**src/rtl/booth_mul_arbiter.sv**
```systemverilog
// Round-robin arbiter sharing one Booth multiplier among NREQ requesters (IDLE->LOAD->WAIT->DONE).
// Optional macro ARB_TIMEOUT_EN bounds WAIT to TMAX cycles and sets a sticky timeout_err.
module booth_mul_arbiter #(
    parameter int NREQ = 2,
    parameter int W    = 3,
    parameter int TMAX = 15
) (
    input  logic              clk,
    input  logic              rst_n,
    input  logic [NREQ-1:0]   req,
    input  logic [NREQ*W-1:0] mcando_in,
    input  logic [NREQ*W-1:0] mcador_in,
    output logic [NREQ-1:0]   gnt,
    output logic [NREQ-1:0]   done,
    output logic [2*W-1:0]    resultado,
    output logic              mul_start,
    output logic [W-1:0]      mul_mcando,
    output logic [W-1:0]      mul_mcador,
    input  logic [2*W-1:0]    mul_producto,
    input  logic              mul_fin,
    output logic              busy,
    output logic              timeout_err
);
    localparam int IW = $clog2(NREQ);

    typedef enum logic [1:0] {IDLE, LOAD, WAIT, DONE} state_t;

    state_t         r_state;
    state_t         w_state_nxt;
    logic [IW-1:0]  r_ptr;
    logic [IW-1:0]  r_owner;
    logic [IW-1:0]  w_win;
    logic           w_found;
    logic [W-1:0]   r_mcando;
    logic [W-1:0]   r_mcador;
    logic [2*W-1:0] r_res;
    logic           r_fin_q;
    logic           w_fin_rise;
    logic           w_tmo;

    // Search starts just after the last owner so every requester gets a turn.
    always_comb begin
        w_found = 1'b0;
        w_win   = r_ptr;
        for (int k = 1; k <= NREQ; k++) begin
            if (!w_found && req[(int'(r_ptr) + k) % NREQ]) begin
                w_found = 1'b1;
                w_win   = IW'((int'(r_ptr) + k) % NREQ);
            end
        end
    end

    // Only a fresh rising edge completes; a fin level left over from the last job is ignored.
    assign w_fin_rise = (r_state == WAIT) && mul_fin && !r_fin_q;

`ifdef ARB_TIMEOUT_EN
    localparam int CW = $clog2(TMAX + 1);

    logic [CW-1:0] r_cnt;
    logic          r_terr;

    always_ff @(posedge clk or negedge rst_n) begin
        if (!rst_n) begin
            r_cnt  <= '0;
            r_terr <= 1'b0;
        end else begin
            if (r_state == LOAD) begin
                r_cnt <= '0;
            end else if (r_state == WAIT) begin
                r_cnt <= r_cnt + 1'b1;
            end
            if (w_tmo && !w_fin_rise) begin
                r_terr <= 1'b1;
            end
        end
    end

    assign w_tmo       = (r_state == WAIT) && ((int'(r_cnt) + 1) == TMAX);
    assign timeout_err = r_terr;
`else
    logic w_unused_tmax;

    assign w_unused_tmax = (TMAX > 0);
    assign w_tmo         = 1'b0;
    assign timeout_err   = 1'b0;
`endif

    always_ff @(posedge clk or negedge rst_n) begin
        if (!rst_n) begin
            r_state  <= IDLE;
            r_ptr    <= IW'(NREQ - 1);
            r_owner  <= '0;
            r_mcando <= '0;
            r_mcador <= '0;
            r_res    <= '0;
            r_fin_q  <= 1'b0;
        end else begin
            r_state <= w_state_nxt;
            r_fin_q <= mul_fin;
            if ((r_state == IDLE) && w_found) begin
                r_owner  <= w_win;
                r_mcando <= mcando_in[int'(w_win)*W +: W];
                r_mcador <= mcador_in[int'(w_win)*W +: W];
            end
            if (r_state == LOAD) begin
                r_ptr <= r_owner;
            end
            if (w_fin_rise) begin
                r_res <= mul_producto;
            end else if (w_tmo) begin
                r_res <= '0;
            end
        end
    end

    always_comb begin
        w_state_nxt = r_state;
        gnt         = '0;
        done        = '0;
        mul_start   = 1'b0;
        busy        = 1'b1;
        case (r_state)
            IDLE: begin
                busy = 1'b0;
                if (w_found) begin
                    w_state_nxt = LOAD;
                end
            end
            LOAD: begin
                gnt[r_owner] = 1'b1;
                mul_start    = 1'b1;
                w_state_nxt  = WAIT;
            end
            WAIT: begin
                if (w_fin_rise || w_tmo) begin
                    w_state_nxt = DONE;
                end
            end
            DONE: begin
                done[r_owner] = 1'b1;
                w_state_nxt   = IDLE;
            end
            default: w_state_nxt = IDLE;
        endcase
    end

    assign mul_mcando = r_mcando;
    assign mul_mcador = r_mcador;
    assign resultado  = r_res;

endmodule

```
**config.mk**
```make
export PLATFORM = sky130hd
export DESIGN_NAME = booth_mul_arbiter
export DESIGN_NICKNAME = d
export VERILOG_FILES = /design/src/rtl/booth_mul_arbiter.sv
export SDC_FILE = /design/constraint.sdc
export NUM_CORES = 1
export LEC_CHECK = 0
export ABC_AREA = 1
export CAP_MARGIN = 20
export CORE_MARGIN = 3
export CORE_UTILIZATION = 64
export DETAILED_ROUTE_END_ITERATION = 10
export DONT_BUFFER_PORTS = 1
export GPL_TIMING_DRIVEN = 0
export PLACE_DENSITY = 0.8
export REMOVE_ABC_BUFFERS = 1
export SYNTH_ARGS = -nofsm -noshare
export SYNTH_HDL_FRONTEND = slang
export SYNTH_SLANG_ARGS = --single-unit
```
**constraint.sdc**
```tcl
create_clock -name clk -period 2.35 [get_ports clk]
set_input_delay 0.3525 -clock clk [delete_from_list [all_inputs] [get_ports clk]]
set_output_delay 0.3525 -clock clk [all_outputs]
set_load 0.1 [all_outputs]
```
=== After elaboration in Yosys (flattened, before gate mapping) ===
Cells that the tools add are included.

* $add $sub $neg: 2
* Multiply operators: 1
* Divide/modulo/power cells: 0
* Magnitude comparators: 4
* Equal/unequal tests: 5
* Shifts and indexed selects: 2
* Multiplexer cells: 19
* Bitwise operators: 2
* Reduce and logical (&&, ||, !) cells: 9

{| class="wikitable"
|+ Operators with widths
! kind !! number
|-
| 6-bit by 32-bit variable part select with 3-bit output || 1
|-
| 1-bit 2-to-1 mux || 13
|-
| 2-bit 2-to-1 mux || 4
|-
| 2-bit case mux with 4 select lines || 1
|-
| 2-bit by 3-bit less-than comparator with 1-bit output, second input constant || 2
|-
| 6-bit by 4-bit variable part select with 3-bit output || 1
|-
| 1-bit logical AND || 5
|-
| 2-bit == test, second input constant || 2
|-
| 2-bit != test, second input constant || 2
|-
| 1-bit by 2-bit multiplier with 3-bit output, second input constant || 1
|-
| 1-bit adder, second input constant || 2
|-
| 1-bit AND, first input constant || 2
|-
| 2-bit by 1-bit == test with 1-bit output, second input constant || 1
|-
| 1-bit zero test || 2
|-
| 2-bit zero test || 1
|-
| 1-bit by 2-bit less-than comparator with 1-bit output, second input constant || 1
|-
| 2-bit AND reduction || 1
|-
| 1-bit demux with 1-bit select || 1
|-
| 1-bit greater-or-equal comparator, second input constant || 1
|}

* Register bits: 17
* Bits in latches: 0
* RAM bits: 0
* ROM bits: 0
* Bits of input ports: 23
* Output and inout port bits: 19
* Word-level logic and storage cells: 51
* Memories: 0

=== Depth between registers and ports, before layout ===
* Depth in word-level cells: 11
* Gate-level depth with buffers: 7

=== Worst setup path after synthesis ===
OpenSTA, ideal clock, no wires.

* Kind: flip-flop to output port
* Start: reg r_state[1]
* End: out gnt[0]
* Data arrival time: 2657 ps
* Required time: 1997 ps
* Slack: -660 ps
* Cell stages (with the launch flop): 5
* Path buffers: 0
* Path through: dfrtp_1 -> inv_1 -> ha_1 -> inv_1 -> nor2_1

* Word-level cells in the longest chain between the ends: 2

{| class="wikitable"
|+ RTL lines
! item !! line !! source
|-
| from (decl) || 28 || <nowiki>state_t r_state;</nowiki>
|-
| from (signal assigned) || 98 || <nowiki>r_state <= w_state_nxt;</nowiki>
|-
| 2-bit by 1-bit == test with 1-bit output || 122 || <nowiki>case (r_state)</nowiki>
|-
| 2-bit 2-to-1 mux || 122 ||
|-
| to (decl) || 13 || <nowiki>output logic [NREQ-1:0] gnt,</nowiki>
|}

Every way passes these cells.

=== Worst setup path in the final report ===
Same ends and word-level chain as after synthesis.

==> flow_metrics.tcl <==
set metrics [dict create \
    hold_violations 0 \
    path_delay_family "simple AND/OR/NAND/NOR gates" \
    wl_per_cell_um 12.5 \
    finalCriticalPeriod_ps 2200 \
    path_common_cell "inv_1" \
    numClockSinks 17 \
    hp-class "in2reg" \
    synth-seq-area-share_pct 47.6 \
    antenna_found_initial 0 \
    yosysTopAreaCell "dfrtp_1" \
    clkTransAtPathRegs_ps 90 \
    die_h_um 43.4 \
    maxSlewViolCount 0 \
    final_layout_size_suffix_gt1_share_pct 11.6 \
    viasPerCell 5.14 \
    crit_path_start_kind "flop" \
    ant_nets 0 \
    grt_pass1_wl_um 2810 \
    cp_max_fo 4 \
    slew_headroom_pct 30.0 \
    placementRows 12 \
    max_cap_violations 0 \
    slowest_stage "nor2_4" \
    nFillCells 86 \
    synthCells 118 \
    num_io_pins 42 \
    postCtsSetupRepairBufs 0 \
    r2r-start "r_state[0]$_DFFE_PN0P_" \
    synth_common_cells "35 x nand2_1, 27 x inv_1, 16 x dfrtp_1" \
    drt_iter0_markers 4 \
    setup_viol 0 \
    crit_type "reg2out" \
    track_usage_pct 18.9 \
    tightest_slew_ps 1050 \
    synth.area.top_cells "dfrtp_1 45%, nand2_1 15%, inv_1 11%" \
    clk_path_buf_depth 2 \
    status "completed" \
    r2r_slack_ps 820 \
    syn_area_per_cell_um2 7.60 \
    firstDrtPassIters 3 \
    drc 0 \
    place.gp.congestion 0.776 \
    min_to "r_fin_q$_DFF_PN0_" \
    async_reset_ff_share_pct 100 \
    rsz0062_at_grt "false" \
    coreArea_um2 1200 \
    cts_tree "built" \
    cp_cell_sequence "inv_1 > ha_4 > inv_1 > nor2_4" \
    holdPathStages 0 \
    dr_total_vias 694 \
    netlist_area_um2 897 \
    grt_max_degree 18 \
    min_from "mul_fin" \
    dieArea_um2 1890 \
    yosysTopAreaCellShare_pct 44.6 \
    timing.hold.ws_ps 99.9 \
    dp_hpwl_um 1360 \
    timing.clock.skew_ps 3.94 \
    cts_root_buf "clkbuf_4" \
    io_buffers 0 \
    clk_latency_ps 270 \
    crit_path_end_kind "output pin" \
    nNetsFinal 149 \
    critPathArrivalTime_ps 1850 \
    syn_to_final_growth_pct 7.53 \
    r2r_end "r_state[0]$_DFFE_PN0P_" \
    totalWireLength_um 1680 \
    fin_crit_sh_pct 93.6 \
    overflow 0 \
    fmax_mhz 454 \
    yosysMostFrequentCell "nand2_1" \
    cts_htree_levels 1 \
    yosys_warnings 0 \
    antenna-diode-count 0 \
    synth_edf_count 0 \
    path_buf_inv 2 \
    grt_pass1_vias 679 \
    die_w_um 43.4 \
    synth_ff_type "dfrtp_1" \
    critPathMaxStageDelay_ps 520 \
    cp_data_required_time_ps 2000 \
    ff2ff_path_depth 7 \
    start_util_pct 74.7 \
    ys_types 16 \
    ys_ff_latch 17 \
    cts_buffers 3 \
]
## cells in the final DEF, fill, tap and decap left out
cell type      instances
ha_4                   1
dfrtp_1               16
inv_1                 26
nor2_4                 1
dfstp_2                1
nand2_2                1
nand3_1               15
clkbuf_4               3
clkinvlp_4             1
dlygate4sd3_1          1
nor2_2                 1
o21ai_4                1
clkbuf_1               1
ha_1                   3
conb_1                 1
inv_2                  2
nor2_1                 1
o21ai_2                1
o21ai_0                8
or2_2                  1
nand2_1               35
## sequential cells by signal, indices dropped and copies added (netlist names)
register    flops
mul_mcador      3
r_fin_q         1
resultado       6
r_state         2
mul_mcando      3
r_ptr           1
r_owner         1
## worst reg2reg max path, cell delays in order (launching register included)
cell	delay (ps)
dfrtp_1	450
inv_1	110
ha_1	180
nand3_1	290
nand2_1	210
nand2_1	90
nand2_1	60
nand2_1	50
## metal layers
layer | track usage, % | vias to the layer above | part of all wire, %
li1 | - | 356 | -
met1 | 20.8 | 307 | 43
met2 | 36.0 | 29 | 50
met3 | 4.56 | 2 | 6.2
met4 | 4.22 | 0 | 0.77
met5 | 0 | - | 0
## final cells by class
type | instances | area [um^2] | share of cell area [%]
Sequential cell | 17 | 427 | 44.2
Multi-Input combinational cell | 70 | 372 | 38.5
Inverter | 29 | 113 | 11.7
Clock buffer | 4 | 26.3 | 2.72
Tap cell | 14 | 17.5 | 1.82
Timing Repair Buffer | 1 | 10.0 | 1.04
## worst max-delay path by stage
stage	from	endpoint	slack, ps	cells past startpoint
after floorplan	r_state[1]$_DFFE_PN0P_	gnt[0]	-660	4
after global placement	r_state[1]$_DFFE_PN0P_	gnt[0]	-740	4
after detailed placement	r_state[1]$_DFFE_PN0P_	gnt[0]	-360	4
after CTS	r_state[1]$_DFFE_PN0P_	gnt[0]	-60	4
after global routing	r_state[1]$_DFFE_PN0P_	gnt[0]	70	4
final	r_state[1]$_DFFE_PN0P_	gnt[0]	150	4
## timing repair
action	4_1_cts	5_1_grt
resized for setup	3	1
cloned	0	0
hold buffers	1	0
endpoints found under the hold margin	17	0
pin swaps	0	1
endpoints found under the setup margin	2	2
## stage by stage
stage          utilization (%)  setup slack (ps)  std cells  cell area (um^2)  TNS, ps
2_1_floorplan                -              -660        116               885     -724
5_1_grt                   80.3              70.3        135               965        0
3_5_place_dp              75.5              -355        130               907     -551
3_3_place_gp              75.1              -738        130               902     -888
6_report                  80.3               150        135               965        0
4_1_cts                   79.5             -56.6        135               955    -56.6
## cell families after synthesis
kind of cell / count (synthesis) / synth area share (%)
buf+inv: 31 / 13.5
simple gates: 55 / 25.7
other cells: 1 / 0.418
compound gates: 10 / 7.25
flops: 17 / 47.6
fa+ha+maj: 4 / 5.58
Power is not shown: default switching activity piles up to over one toggle a cycle in this logic, so the estimate is an artifact.
